## src/rtl/pa_risc_trace_buffer_if.sv

```systemverilog
//------------------------------------------------------------------------------
// Module : pa_risc_trace_buffer_if
// Brief  : Write-back retirement taps and record read-out handshake
// Rev    : 1.0
//------------------------------------------------------------------------------
`default_nettype none

interface pa_risc_trace_buffer_if #(
  parameter int PC_W   = 32,
  parameter int DATA_W = 32
);
  localparam int REC_W = PC_W + 6 + 5 + DATA_W;

  logic              wb_valid;
  logic              wb_rf_le;
  logic [PC_W-1:0]   wb_pc;
  logic [5:0]        wb_op;
  logic [4:0]        wb_rd;
  logic [DATA_W-1:0] wb_pd;
  logic              rd_en;
  logic              rd_valid;
  logic [REC_W-1:0]  rd_rec;

  modport master (
    output wb_valid, wb_rf_le, wb_pc, wb_op, wb_rd, wb_pd, rd_en,
    input  rd_valid, rd_rec
  );

  modport slave (
    input  wb_valid, wb_rf_le, wb_pc, wb_op, wb_rd, wb_pd, rd_en,
    output rd_valid, rd_rec
  );
endinterface

`default_nettype wire

```

## src/rtl/pa_risc_trace_buffer.sv

```systemverilog
//------------------------------------------------------------------------------
// Module : pa_risc_trace_buffer
// Brief  : Circular trace of WB retirements with pre/post-trigger capture
// Rev    : 1.0
//------------------------------------------------------------------------------
`default_nettype none

module pa_risc_trace_buffer #(
  parameter  int PC_W        = 32,
  parameter  int DATA_W      = 32,
  parameter  int DEPTH       = 16,
  parameter  int CAPTURE_ALL = 0,
  localparam int AW          = $clog2(DEPTH),
  localparam int REC_W       = PC_W + 6 + 5 + DATA_W
) (
  input  wire logic              clk,
  input  wire logic              reset,
  pa_risc_trace_buffer_if.slave  bus,
  input  wire logic              arm,
  input  wire logic              abort,
  input  wire logic [1:0]        trig_mode,
  input  wire logic [PC_W-1:0]   trig_pc,
  input  wire logic [5:0]        trig_op,
  input  wire logic [AW:0]       post_len,
  output logic [1:0]             state,
  output logic [AW:0]            count,
  output logic                   triggered,
  output logic                   overflow
);

  localparam logic [1:0]  S_IDLE   = 2'b00;
  localparam logic [1:0]  S_ARMED  = 2'b01;
  localparam logic [1:0]  S_POST   = 2'b10;
  localparam logic [1:0]  S_DONE   = 2'b11;
  localparam logic [AW:0] FULL     = (AW+1)'(DEPTH);
  localparam logic [AW:0] MAX_POST = (AW+1)'(DEPTH - 1);
  localparam logic [AW:0] ONE      = (AW+1)'(1);
  localparam logic        CAP_ALL  = (CAPTURE_ALL != 0);

  logic [REC_W-1:0]  mem [DEPTH];
  logic [1:0]        state_q;
  logic [1:0]        state_d;
  logic [AW-1:0]     wptr;
  logic [AW-1:0]     rd_idx;
  logic [AW:0]       remain;
  logic [AW:0]       post_len_q;
  logic [1:0]        mode_q;
  logic [PC_W-1:0]   trig_pc_q;
  logic [5:0]        trig_op_q;
  logic              cap;
  logic              match;
  logic              wr_en;
  logic              rd_go;
  logic              trig_hit;

  assign cap    = bus.wb_valid & (bus.wb_rf_le | CAP_ALL);
  // Oldest entry sits count slots behind wptr; count==DEPTH wraps to wptr itself.
  assign rd_idx = wptr - count[AW-1:0];
  assign state  = state_q;

  always_comb begin
    match = 1'b0;
    case (mode_q)
      2'b00:   match = (bus.wb_pc == trig_pc_q);
      2'b01:   match = (bus.wb_op == trig_op_q);
      2'b10:   match = 1'b1;
      default: match = 1'b0;
    endcase
  end

  always_ff @(posedge clk or negedge reset) begin
    if (!reset) state_q <= S_IDLE;
    else        state_q <= state_d;
  end

  always_comb begin
    state_d = state_q;
    if (arm) begin
      state_d = S_ARMED;
    end else begin
      case (state_q)
        S_ARMED: begin
          if (abort || (cap && match && post_len_q == '0)) state_d = S_DONE;
          else if (cap && match)                           state_d = S_POST;
        end
        S_POST: begin
          if (abort || (cap && remain == ONE)) state_d = S_DONE;
        end
        default: state_d = state_q;
      endcase
    end
  end

  // arm overrides everything, so the capture on the arming edge is dropped.
  always_comb begin
    wr_en    = 1'b0;
    rd_go    = 1'b0;
    trig_hit = 1'b0;
    if (!arm) begin
      case (state_q)
        S_ARMED: begin
          wr_en    = cap;
          trig_hit = cap & match;
        end
        S_POST:  wr_en = cap;
        S_DONE:  rd_go = bus.rd_en & (count != '0);
        default: wr_en = 1'b0;
      endcase
    end
  end

  always_ff @(posedge clk) begin
    if (wr_en) mem[wptr] <= {bus.wb_pc, bus.wb_op, bus.wb_rd, bus.wb_pd};
  end

  always_ff @(posedge clk or negedge reset) begin
    if (!reset) begin
      wptr         <= '0;
      count        <= '0;
      remain       <= '0;
      post_len_q   <= '0;
      mode_q       <= 2'b11;
      trig_pc_q    <= '0;
      trig_op_q    <= '0;
      triggered    <= 1'b0;
      overflow     <= 1'b0;
      bus.rd_valid <= 1'b0;
      bus.rd_rec   <= '0;
    end else begin
      bus.rd_valid <= rd_go;
      if (arm) begin
        wptr       <= '0;
        count      <= '0;
        triggered  <= 1'b0;
        overflow   <= 1'b0;
        mode_q     <= trig_mode;
        trig_pc_q  <= trig_pc;
        trig_op_q  <= trig_op;
        post_len_q <= (post_len > MAX_POST) ? MAX_POST : post_len;
      end else begin
        if (wr_en) begin
          wptr <= wptr + AW'(1);
          if (count == FULL) overflow <= 1'b1;
          else               count    <= count + ONE;
          if (state_q == S_POST) remain <= remain - ONE;
        end
        if (trig_hit) begin
          triggered <= 1'b1;
          remain    <= post_len_q;
        end
        if (rd_go) begin
          count      <= count - ONE;
          bus.rd_rec <= mem[rd_idx];
        end
      end
    end
  end

endmodule

`default_nettype wire

```

## src/flat_wrapper.sv

```systemverilog
// flat-port wrapper written by rule: the top's interface ports become plain ports
module pa_risc_trace_buffer_flat 
#(
  parameter  int PC_W        = 32,
  parameter  int DATA_W      = 32,
  parameter  int DEPTH       = 16,
  parameter  int CAPTURE_ALL = 0,
  localparam int AW          = $clog2(DEPTH),
  localparam int REC_W       = PC_W + 6 + 5 + DATA_W
)
  (clk, reset, arm, abort, trig_mode, trig_pc, trig_op, post_len, state, count, triggered, overflow, bus_wb_valid, bus_wb_rf_le, bus_wb_pc, bus_wb_op, bus_wb_rd, bus_wb_pd, bus_rd_en, bus_rd_valid, bus_rd_rec);
  pa_risc_trace_buffer_if #(.PC_W(PC_W), .DATA_W(DATA_W)) bus_i ();
  input  wire logic clk;
  input  wire logic reset;
  input  wire logic arm;
  input  wire logic abort;
  input  wire logic [1:0] trig_mode;
  input  wire logic [PC_W-1:0] trig_pc;
  input  wire logic [5:0] trig_op;
  input  wire logic [AW:0] post_len;
  output logic [1:0] state;
  output logic [AW:0] count;
  output logic triggered;
  output logic overflow;
  input wire logic [$bits(bus_i.wb_valid)-1:0] bus_wb_valid;
  input wire logic [$bits(bus_i.wb_rf_le)-1:0] bus_wb_rf_le;
  input wire logic [$bits(bus_i.wb_pc)-1:0] bus_wb_pc;
  input wire logic [$bits(bus_i.wb_op)-1:0] bus_wb_op;
  input wire logic [$bits(bus_i.wb_rd)-1:0] bus_wb_rd;
  input wire logic [$bits(bus_i.wb_pd)-1:0] bus_wb_pd;
  input wire logic [$bits(bus_i.rd_en)-1:0] bus_rd_en;
  output wire logic [$bits(bus_i.rd_valid)-1:0] bus_rd_valid;
  output wire logic [$bits(bus_i.rd_rec)-1:0] bus_rd_rec;
  assign bus_i.wb_valid = bus_wb_valid;
  assign bus_i.wb_rf_le = bus_wb_rf_le;
  assign bus_i.wb_pc = bus_wb_pc;
  assign bus_i.wb_op = bus_wb_op;
  assign bus_i.wb_rd = bus_wb_rd;
  assign bus_i.wb_pd = bus_wb_pd;
  assign bus_i.rd_en = bus_rd_en;
  assign bus_rd_valid = bus_i.rd_valid;
  assign bus_rd_rec = bus_i.rd_rec;
  pa_risc_trace_buffer #(.PC_W(PC_W), .DATA_W(DATA_W), .DEPTH(DEPTH), .CAPTURE_ALL(CAPTURE_ALL)) u_core (.clk(clk), .reset(reset), .bus(bus_i), .arm(arm), .abort(abort), .trig_mode(trig_mode), .trig_pc(trig_pc), .trig_op(trig_op), .post_len(post_len), .state(state), .count(count), .triggered(triggered), .overflow(overflow));
endmodule
```

## config.mk

```make
export PLATFORM = sky130hd
export DESIGN_NAME = pa_risc_trace_buffer_flat
export DESIGN_NICKNAME = d
export VERILOG_FILES = /design/src/rtl/pa_risc_trace_buffer_if.sv /design/src/rtl/pa_risc_trace_buffer.sv /design/src/flat_wrapper.sv
export SDC_FILE = /design/constraint.sdc
export NUM_CORES = 1
export LEC_CHECK = 0
export ABC_CLOCK_PERIOD_IN_PS = 7100
export CORE_ASPECT_RATIO = 1.4
export CORE_MARGIN = 2
export CORE_UTILIZATION = 40
export CTS_CLUSTER_SIZE = 24
export DETAILED_ROUTE_END_ITERATION = 6
export GPL_ROUTABILITY_DRIVEN = 0
export SETUP_SLACK_MARGIN = 0.5
export SKIP_CTS_REPAIR_TIMING = 1
export SYNTH_ARGS = -nofsm -noshare
export SYNTH_HDL_FRONTEND = slang
export SYNTH_SLANG_ARGS = --single-unit
```

## constraint.sdc

```tcl
create_clock -name clk -period 7.1 [get_ports clk]
set_input_delay 1.065 -clock clk [delete_from_list [all_inputs] [get_ports clk]]
set_output_delay 1.065 -clock clk [all_outputs]
set_load 0.01 [all_outputs]
```

==> impl_metrics.json <==
{
  "yosys.area.top_type": "edfxtp_1",
  "synthCells": 2403,
  "critPathLaunchType": "flip-flop",
  "wl_microns": 126000,
  "vias": 25000,
  "grt_pass1_wl_microns": 184000,
  "grt_pass1_vias": 26800,
  "tightestPinTransition_ns": 1.18,
  "dp_hpwl_microns": 71400,
  "status": "finished, final reports clean",
  "cts_buffers": 117,
  "p_total_w": 0.0223,
  "async_flop_share_pct": 10.4,
  "htree_levels": 3,
  "power_density_nw_per_um2": 374,
  "routed_via_density": 5.70,
  "drtIter0Drc": 2218,
  "finalHoldViolations": 0,
  "worstSetupPathType": "reg -> reg",
  "fin_hold_ws_ns": 0.477,
  "path_clk_slew_ns": 0.06,
  "avgRoutedWirePerCell_microns": 28.7,
  "drv_slew": 0,
  "synth_cell_type_count": 50,
  "r2r_cells": 9,
  "end_kind": "flip-flop",
  "yosysWarningCount": 0,
  "reg2reg_slack_ns": 2.98,
  "dieArea_sq_um": 132000,
  "ys_ff_latch": 1339,
  "gr-total-overflow": 0,
  "setup_viol": 0,
  "place_inst": 4166,
  "die_h_microns": 429,
  "fin_crit_sh_pct": 58.0,
  "grt_max_degree": 156,
  "antenna_found_initial": 5,
  "cap_viol_max_count": 0,
  "synth.yosys.seq_area_share_pct": 76.7,
  "worst_skew_pair.late_latency_ns": 0.73,
  "synth.avg_cell_area_sq_um": 21.5,
  "pin_count": 212,
  "syn_nets": 2547,
  "fin_setup_tns_ns": 0,
  "drc": 0,
  "synth_edf_count": 1200,
  "initial_core_util_pct": 40.4,
  "ant_nets": 0,
  "worstReg2RegStart": "u_core.wptr[2]$_DFFE_PN0P_",
  "drive_gt1_share_pct": 24.0,
  "rsz0062_at_grt": "no",
  "slew_headroom_pct": 21.0,
  "port_buffers": 211,
  "critPathMaxFanout": 54,
  "die_x_microns": 307,
  "post-route-min-period_ns": 4.12,
  "fillCellCount": 10400,
  "firstDrtPassIters": 5,
  "power.leakage_nw": 18.8,
  "reg2reg_to": "u_core.bus.rd_rec[38]$_DFFE_PN0P_",
  "final_cells": 4389,
  "yosys-top-cells-area": "edfxtp_1 (70%), mux4_2 (13%), dfrtp_1 (6.7%), a41oi_2 (1.5%), nand3_1 (1.5%)",
  "crit_arrival_ns": 4.75,
  "hold_path_class": "in -> async",
  "cts_root_buffer": "clkbuf_16",
  "grtUsageTotal_pct": 19.1,
  "ir_worst_vdd_uv": 398,
  "cts_sinks": 1339,
  "rows": 155,
  "placeableCoreArea_sq_um": 128000,
  "synth_ff_type": "edfxtp_1",
  "fmax_ghz": 0.243,
  "final_nets": 2781,
  "crit_required_ns": 7.73,
  "dpl-instance-area_sq_um": 55600,
  "synth_top_cell_area_share_pct": 69.9,
  "cts_tree": "done",
  "fin_skew_ns": 0.0195,
  "clockBufferDepth": 3,
  "netlist_area_sq_um": 51500,
  "final_cell_area_sq_um": 59600,
  "area_growth_pct": 15.6
}
worst max path at each step:
stage / cells past startpoint / end / start
3_5_place_dp: 6 / u_core.mem[14][15]$_DFFE_PP_ / bus_wb_valid
3_3_place_gp: 6 / u_core.mem[14][15]$_DFFE_PP_ / bus_wb_valid
4_1_cts: 9 / u_core.bus.rd_rec[13]$_DFFE_PN0P_ / u_core.wptr[2]$_DFFE_PN0P_
5_1_grt: 9 / u_core.bus.rd_rec[9]$_DFFE_PN0P_ / u_core.wptr[2]$_DFFE_PN0P_
2_1_floorplan: 4 / u_core.mem[10][0]$_DFFE_PP_ / bus_wb_rf_le
6_report: 9 / u_core.bus.rd_rec[38]$_DFFE_PN0P_ / u_core.wptr[2]$_DFFE_PN0P_
flip-flops by register name, indices dropped and copies added, names as in the netlist:
signal / cells
u_core.remain: 5
u_core.bus.rd_rec: 75
u_core.trig_pc_q: 32
u_core.count: 5
u_core.post_len_q: 5
u_core.mem: 1200
u_core.bus.rd_valid: 1
u_core.wptr: 4
u_core.triggered: 1
u_core.overflow: 1
u_core.trig_op_q: 6
u_core.state: 2
u_core.mode_q: 2
cell families after synthesis:
family                   Yosys count  synth area share (%)
XOR/XNOR                          50                 0.901
multiplexers                     346                  14.1
AO/OA/AOI/OAI                    182                  3.57
flip-flops                      1339                  76.7
adder cells (fa/ha/maj)           17                 0.442
buffers and inverters            156                  1.38
AND/OR/NAND/NOR                  313                  2.93
layout by cell type, fill, tap and decap left out, types with 5 or more instances in the layout:
master              n
ha_1               14
nand3_1           153
and2_4              8
clkdlybuf4s50_1   209
clkinv_2           21
clkbuf_1           33
a41oi_1            27
nor3_1              5
mux2_2             41
mux4_2            300
a21oi_1            13
bufinv_16          12
nor2_1             94
nor4_1             13
buf_4              35
xnor2_1             6
inv_1              16
clkbuf_8           16
a22oi_1            65
buf_12              9
nand2_1            12
xor2_1             40
clkinv_1           10
nor2_4              7
dfrtp_1           137
clkbuf_16         118
a22oi_2            10
edfxtp_1         1200
mux2_1              5
a41oi_2            48
area by class of cell:
cell class	instances	area, sq um	area share (%)
sequential	1339	39500	66.3
antenna	1	2.50	0.00420
clock inverter	56	657	1.10
inverter	16	60.1	0.101
multi-input combinational	908	11400	19.2
timing repair buffer	255	2550	4.29
tap	1648	2060	3.46
clock buffer	166	3280	5.51
where the power goes:
group | switching, W | total [W] | internal [W]
clock | 0.00285 | 0.00653 | 0.00367
sequential | 0.000330 | 0.00921 | 0.00888
combinational | 0.00379 | 0.00655 | 0.00276
total | 0.00698 | 0.0223 | 0.0153
metal layers:
layer	GRT usage [%]	wire (microns)	vias up
li1	-	-	10500
met4	5.41	2860	8
met5	0	57	-
met2	34.1	66900	738
met1	24.3	50300	13600
met3	2.56	5850	173
stage by stage:
stage               util (%)  worst slack, ns
finish                  46.7             2.98
detailed placement      43.6             2.50
global route            46.7             2.79
CTS                     46.7             2.94
global placement        43.6             2.53
floorplan                  -           -0.220
worst max-delay path, stage by stage, from the launching register on:
cell,delay [ns]
dfrtp_1,0.52
ha_1,0.53
nand2_1,0.11
o21ai_2,0.23
xnor2_4,0.09
buf_4,0.29
nor2_4,0.72
buf_4,0.92
a22oi_1,0.30
a41oi_2,0.25
cells in the mapped netlist (4+ instances only):
library cell / count
mux2_2: 41
a41oi_1: 27
and2_1: 8
nor2_1: 98
a41oi_2: 48
inv_1: 16
buf_2: 57
a22oi_2: 10
mux4_2: 300
nor4_1: 13
xor2_1: 41
clkbuf_1: 71
nor3_1: 9
nand4_1: 4
edfxtp_1: 1200
xnor2_1: 7
nand3_1: 153
dfrtp_1: 137
nand2_1: 12
a22oi_1: 65
mux2_1: 5
a21oi_1: 13
ha_1: 15
buf_4: 9
o31ai_1: 4
Note: power is estimated with default switching activity, not from simulation.
==> RTL edit 1, RTL diff (same flow settings) <==
`DATA_W` is set to 32 in 3 places; all go to 64.
--- a/src/rtl/pa_risc_trace_buffer_if.sv
+++ b/src/rtl/pa_risc_trace_buffer_if.sv
@@ -7,7 +7,7 @@
 
 interface pa_risc_trace_buffer_if #(
   parameter int PC_W   = 32,
-  parameter int DATA_W = 32
+  parameter int DATA_W = 64
 );
   localparam int REC_W = PC_W + 6 + 5 + DATA_W;
 
--- a/src/rtl/pa_risc_trace_buffer.sv
+++ b/src/rtl/pa_risc_trace_buffer.sv
@@ -7,7 +7,7 @@
 
 module pa_risc_trace_buffer #(
   parameter  int PC_W        = 32,
-  parameter  int DATA_W      = 32,
+  parameter  int DATA_W      = 64,
   parameter  int DEPTH       = 16,
   parameter  int CAPTURE_ALL = 0,
   localparam int AW          = $clog2(DEPTH),
--- a/src/flat_wrapper.sv
+++ b/src/flat_wrapper.sv
@@ -2,7 +2,7 @@
 module pa_risc_trace_buffer_flat 
 #(
   parameter  int PC_W        = 32,
-  parameter  int DATA_W      = 32,
+  parameter  int DATA_W      = 64,
   parameter  int DEPTH       = 16,
   parameter  int CAPTURE_ALL = 0,
   localparam int AW          = $clog2(DEPTH),
Interface: changed (resized bus_rd_rec and bus_wb_pd); port bits go from 212 to 276. The function was not compared with the original's and may differ.
==> RTL edit 1 against the unedited design <==
Design area rose by 39%. Worst setup slack improved by 0.25 ns. Global-route usage fell by 0.36 points. Maximum frequency rose by 6.5%. Total power rose by 42%. Critical path depth fell by 2. Sequential cell count rose by 544. Synthesized area rose by 39%. Sequential share of layout area rose by 0.82 points. Wire length rose by 35%.
==> RTL edit 1: results <==
[cts]
clk_latency_ns = 0.83
cts.htree.levels = 4
clock_path_buffers = 3
path_clk_slew_ns = 0.06
clockRootBuffer = clkbuf_16
cts-buffers-inserted = 178

[logic_synthesis]
synth_top_cells_by_count = edfxtp_1 (1712), mux4_2 (428), mux2i_1 (215)
synthTopCellsByArea = edfxtp_1 (72%), mux4_2 (13%), dfrtp_1 (5.9%)
synth-xor-area-share_pct = 0.6115
synth_mux_area_share_pct = 17.24
synthesis.nets = 3324
synth_edf_count = 1712
syn_inst = 3148
ys_seq_area_share_pct = 77.99
ys_types = 43
synth_adder_area_share_pct = 0.3189
async_reset_ff_share_pct = 9.081
synth-warning-count = 0
synth_compound_area_share_pct = 1.575

[drt]
drtIter0Drc = 2751
top_layer = met5
routed-wl-met3_um = 8641
drt-met1-wl_um = 69540
wl_per_cell_um = 28.54
viasPerCell = 5.558
route.met2.wl_um = 88420
drtPass1Iterations = 5

[placed_design]
io_buffers = 275
post-place-ws_ns = 2.514
dpl.hpwl_um = 86350
placed_cells = 5633
postPlaceCellArea_um2 = 77220

[grt]
grt_pass1_vias = 35368
grtUsageMet1_pct = 24.30
grt_pass1_wl_um = 248300
grt_util_all_layers_pct = 18.74
antenna_found_initial = 27
grt_max_degree = 108
use_met2_pct = 32.63
grt_use_met3_pct = 3.258

[timing]
clock_skew_ns = 0.02720
relSlewSlack_pct = 32.12

[power_and_ir_drop]
irDropWorstVdd_mv = 0.7746
p_leak_nw = 27.21

[setup_path]
arrival_ns = 4.49
cp_max_fo = 58
crit_start = u_core.count[1]

[min_path]
min_path_type = input port to asynchronous set/reset pin

[outcome]
status = finished clean

[finish]
nNetsFinal = 3677
largestRegisters = u_core.mem x1712, u_core.bus.rd_rec x107, u_core.trig_pc_q x32
drive_above_1_share_pct = 22.17
stdcell_count = 5967
largest-register = u_core.mem
## RTL edit 1: cell types whose count changed after synthesis, moves of 106 or more
cell | unedited run | this run
edfxtp_1 | 1200 | 1712
nand2_1 | 12 | 118
mux4_2 | 300 | 428
nand3_1 | 153 | 4
o221ai_1 | 0 | 107
mux2i_1 | 0 | 215
## RTL edit 1: through the flow
step	total power, mW	setup TNS [ns]	util, %
final	31.67	0	46.73
after global routing	33.05	0	46.73
after CTS	32.14	0	46.73
after detailed placement	22.82	0	43.52
after global placement	22.79	0	43.52
after floorplan	19.76	-1058.62	-
## RTL edit 1: area by class of cell
class	instances	area (um^2)
Fill cell	14499	94520
Sequential cell	1883	55690
Multi-Input combinational cell	1084	15070
Clock buffer	235	4781
Timing Repair Buffer	337	3508
Tap cell	2312	2893
Clock inverter	97	919.6
Inverter	17	63.81
Antenna cell	2	5.005
## RTL edit 1: path summary, 6_finish.rpt
check                                   endpoint  slack (ns)  cells after the start
setup reg to reg           u_core.bus.rd_rec[48]        3.23                      7
hold / removal              u_core.trig_pc_q[16]        0.28                      1
max in group asynchronous  u_core.bus.rd_rec[24]        5.57                      2
setup / recovery           u_core.bus.rd_rec[48]        3.23                      7
hold reg to reg            u_core.bus.rd_rec[63]        0.48                      2
min in group clk           u_core.bus.rd_rec[63]        0.48                      2
## RTL edit 1: worst max-delay path, cell delays in order (launching register included)
cell	delay, ns
dfrtp_1	0.47
nor4_2	0.54
a21o_1	0.23
or2_4	0.45
inv_1	0.29
nand2_8	0.51
buf_4	0.86
o221ai_1	0.26
## RTL edit 1: power by group
group | internal, mW | switching [mW] | leakage (nW)
registers | 12.5 | 0.383 | 17.5
clock network | 5.15 | 4.16 | 2.75
logic | 4.76 | 4.75 | 6.94
total | 22.4 | 9.29 | 27.2
==> RTL edit 2, RTL diff (config.mk and constraints unchanged) <==
Without the edit above. Register the inputs `arm`, `abort`, `trig_mode`, `trig_pc`, `trig_op` and `post_len` before use. The logic sees them one clock later. The other inputs are not delayed to match.
--- a/src/rtl/pa_risc_trace_buffer.sv
+++ b/src/rtl/pa_risc_trace_buffer.sv
@@ -37,6 +37,22 @@
   localparam logic [AW:0] ONE      = (AW+1)'(1);
   localparam logic        CAP_ALL  = (CAPTURE_ALL != 0);
 
+  logic arm_q;
+  logic abort_q;
+  logic [1:0] trig_mode_q;
+  logic [PC_W-1:0] trig_pc_r;
+  logic [5:0] trig_op_r;
+  logic [AW:0] post_len_r;
+
+  always_ff @(posedge clk) begin
+    arm_q       <= arm;
+    abort_q     <= abort;
+    trig_mode_q <= trig_mode;
+    trig_pc_r   <= trig_pc;
+    trig_op_r   <= trig_op;
+    post_len_r  <= post_len;
+  end
+
   logic [REC_W-1:0]  mem [DEPTH];
   logic [1:0]        state_q;
   logic [1:0]        state_d;
@@ -75,16 +91,16 @@
 
   always_comb begin
     state_d = state_q;
-    if (arm) begin
+    if (arm_q) begin
       state_d = S_ARMED;
     end else begin
       case (state_q)
         S_ARMED: begin
-          if (abort || (cap && match && post_len_q == '0)) state_d = S_DONE;
+          if (abort_q || (cap && match && post_len_q == '0)) state_d = S_DONE;
           else if (cap && match)                           state_d = S_POST;
         end
         S_POST: begin
-          if (abort || (cap && remain == ONE)) state_d = S_DONE;
+          if (abort_q || (cap && remain == ONE)) state_d = S_DONE;
         end
         default: state_d = state_q;
       endcase
@@ -96,7 +112,7 @@
     wr_en    = 1'b0;
     rd_go    = 1'b0;
     trig_hit = 1'b0;
-    if (!arm) begin
+    if (!arm_q) begin
       case (state_q)
         S_ARMED: begin
           wr_en    = cap;
@@ -128,15 +144,15 @@
       bus.rd_rec   <= '0;
     end else begin
       bus.rd_valid <= rd_go;
-      if (arm) begin
+      if (arm_q) begin
         wptr       <= '0;
         count      <= '0;
         triggered  <= 1'b0;
         overflow   <= 1'b0;
-        mode_q     <= trig_mode;
-        trig_pc_q  <= trig_pc;
-        trig_op_q  <= trig_op;
-        post_len_q <= (post_len > MAX_POST) ? MAX_POST : post_len;
+        mode_q     <= trig_mode_q;
+        trig_pc_q  <= trig_pc_r;
+        trig_op_q  <= trig_op_r;
+        post_len_q <= (post_len_r > MAX_POST) ? MAX_POST : post_len_r;
       end else begin
         if (wr_en) begin
           wptr <= wptr + AW'(1);
Behaviour: not the same (Yosys sat finds a counterexample within 4 cycles, from zero or initial values and one cycle with reset low).
==> RTL edit 2 against the unedited design <==
Sequential cell count rose by 47. Design area grew 2.4%. Synthesized area is 2.0% higher. Worst setup slack got worse by 0.28 ns. Non-clock buffer count unchanged. Wire length rose by 3.2%. Synthesized cell count up 2.2%.
Power is not compared: it rests on default switching activity, and its combinational part moved more than twofold at a synthesized area within 25%.
==> RTL edit 2: results <==
[min_path]
min_path_type = input port to asynchronous set/reset pin

[setup_path]
crit_family = simple AND/OR/NAND/NOR gates
arrival_ns = 5.02
cp_max_fo = 39
slowest_stage = nand2_4
slowest_delay_ns = 0.83

[placed_design]
io_buffers = 211
placed_cells = 4321
post-place-ws_ns = 2.245
dpl.hpwl_um = 68590
postPlaceCellArea_um2 = 56710

[timing]
clock_skew_ns = 0.02784
tightest_slew_ns = 1.110

[cts]
clk_latency_ns = 0.77
cts.htree.levels = 4
clock_path_buffers = 3
cts-buffers-inserted = 130
path_clk_slew_ns = 0.06

[power_and_ir_drop]
intPower_mw = 14.60
p_sw_share_pct = 24.29

[finish]
nNetsFinal = 2848
drive_above_1_share_pct = 24.25
n_fill_cell = 10746
largestRegisters = u_core.mem x1200, u_core.bus.rd_rec x75
seq_area_um2 = 40460

[logic_synthesis]
ys_types = 47
synth_top_cells_by_count = edfxtp_1 (1200), mux4_2 (300), dfrtp_1 (137)
syn_inst = 2457
synthesis.nets = 2601
synth_edf_count = 1200
yosysMostFrequentCell = edfxtp_1
synthTopCellsByArea = edfxtp_1 (69%), mux4_2 (13%), dfrtp_1 (6.5%)
async_reset_ff_share_pct = 10.03
ys_seq_area_share_pct = 76.96

[grt]
grt_util_all_layers_pct = 19.62
antenna_found_initial = 7
grt_pass1_vias = 27249
grt_max_degree = 116
grt_pass1_wl_um = 188400

[drt]
routed_wl_um = 130000
vias = 25471
wl_per_cell_um = 28.48
drtIter0Drc = 2131

[outcome]
status = finished clean
## RTL edit 2: final timing paths
check	cells past startpoint	slack [ns]	end	startpoint
setup / recovery	9	2.71	u_core.bus.rd_rec[70]	u_core.count[1]
hold / removal	1	0.35	u_core.trig_pc_q[16]	reset
setup reg to reg	9	2.71	u_core.bus.rd_rec[70]	u_core.count[1]
hold reg to reg	1	0.46	u_core.trig_pc_q[15]	u_core.trig_pc_r[15]
max in group asynchronous	2	5.42	u_core.trig_pc_q[20]	reset
min in group clk	1	0.46	u_core.trig_pc_q[15]	u_core.trig_pc_r[15]
## RTL edit 2: area by class of cell
type	instances	area share, %
flip-flops and latches	1386	66.33
multi-input cells	912	18.82
clock buffers	183	6.076
repair buffers	255	4.113
well taps	1749	3.588
clock inverters	57	0.9436
inverters	19	0.1169
diodes	3	0.01231
## RTL edit 2: per-layer routing
layer  vias to the layer above  share of wire (%)  global-route usage, %  wire, um
li1                      10702                  -                      -         -
met3                       200                5.7                  3.348      7399
met5                         -              0.016                      0        21
met4                         4                2.6                  6.328      3369
met1                     13709                 40                  25.32     52370
met2                       856                 51                  33.71     66810
## RTL edit 2: logic make-up (layout without fill, tap and decap cells)
| group | count (synthesis) | after routing | share of synthesized area, % |
|---|---|---|---|
| AND/OR/NAND/NOR | 167 | 167 | 1.630 |
| multiplexers | 420 | 420 | 15.42 |
| other | 0 | 3 | 0 |
| flip-flops | 1386 | 1386 | 76.96 |
| AO/OA/AOI/OAI | 259 | 259 | 3.237 |
| XOR/XNOR | 49 | 49 | 0.8164 |
| adder cells (fa/ha/maj) | 17 | 17 | 0.4332 |
| buffers and inverters | 159 | 514 | 1.497 |
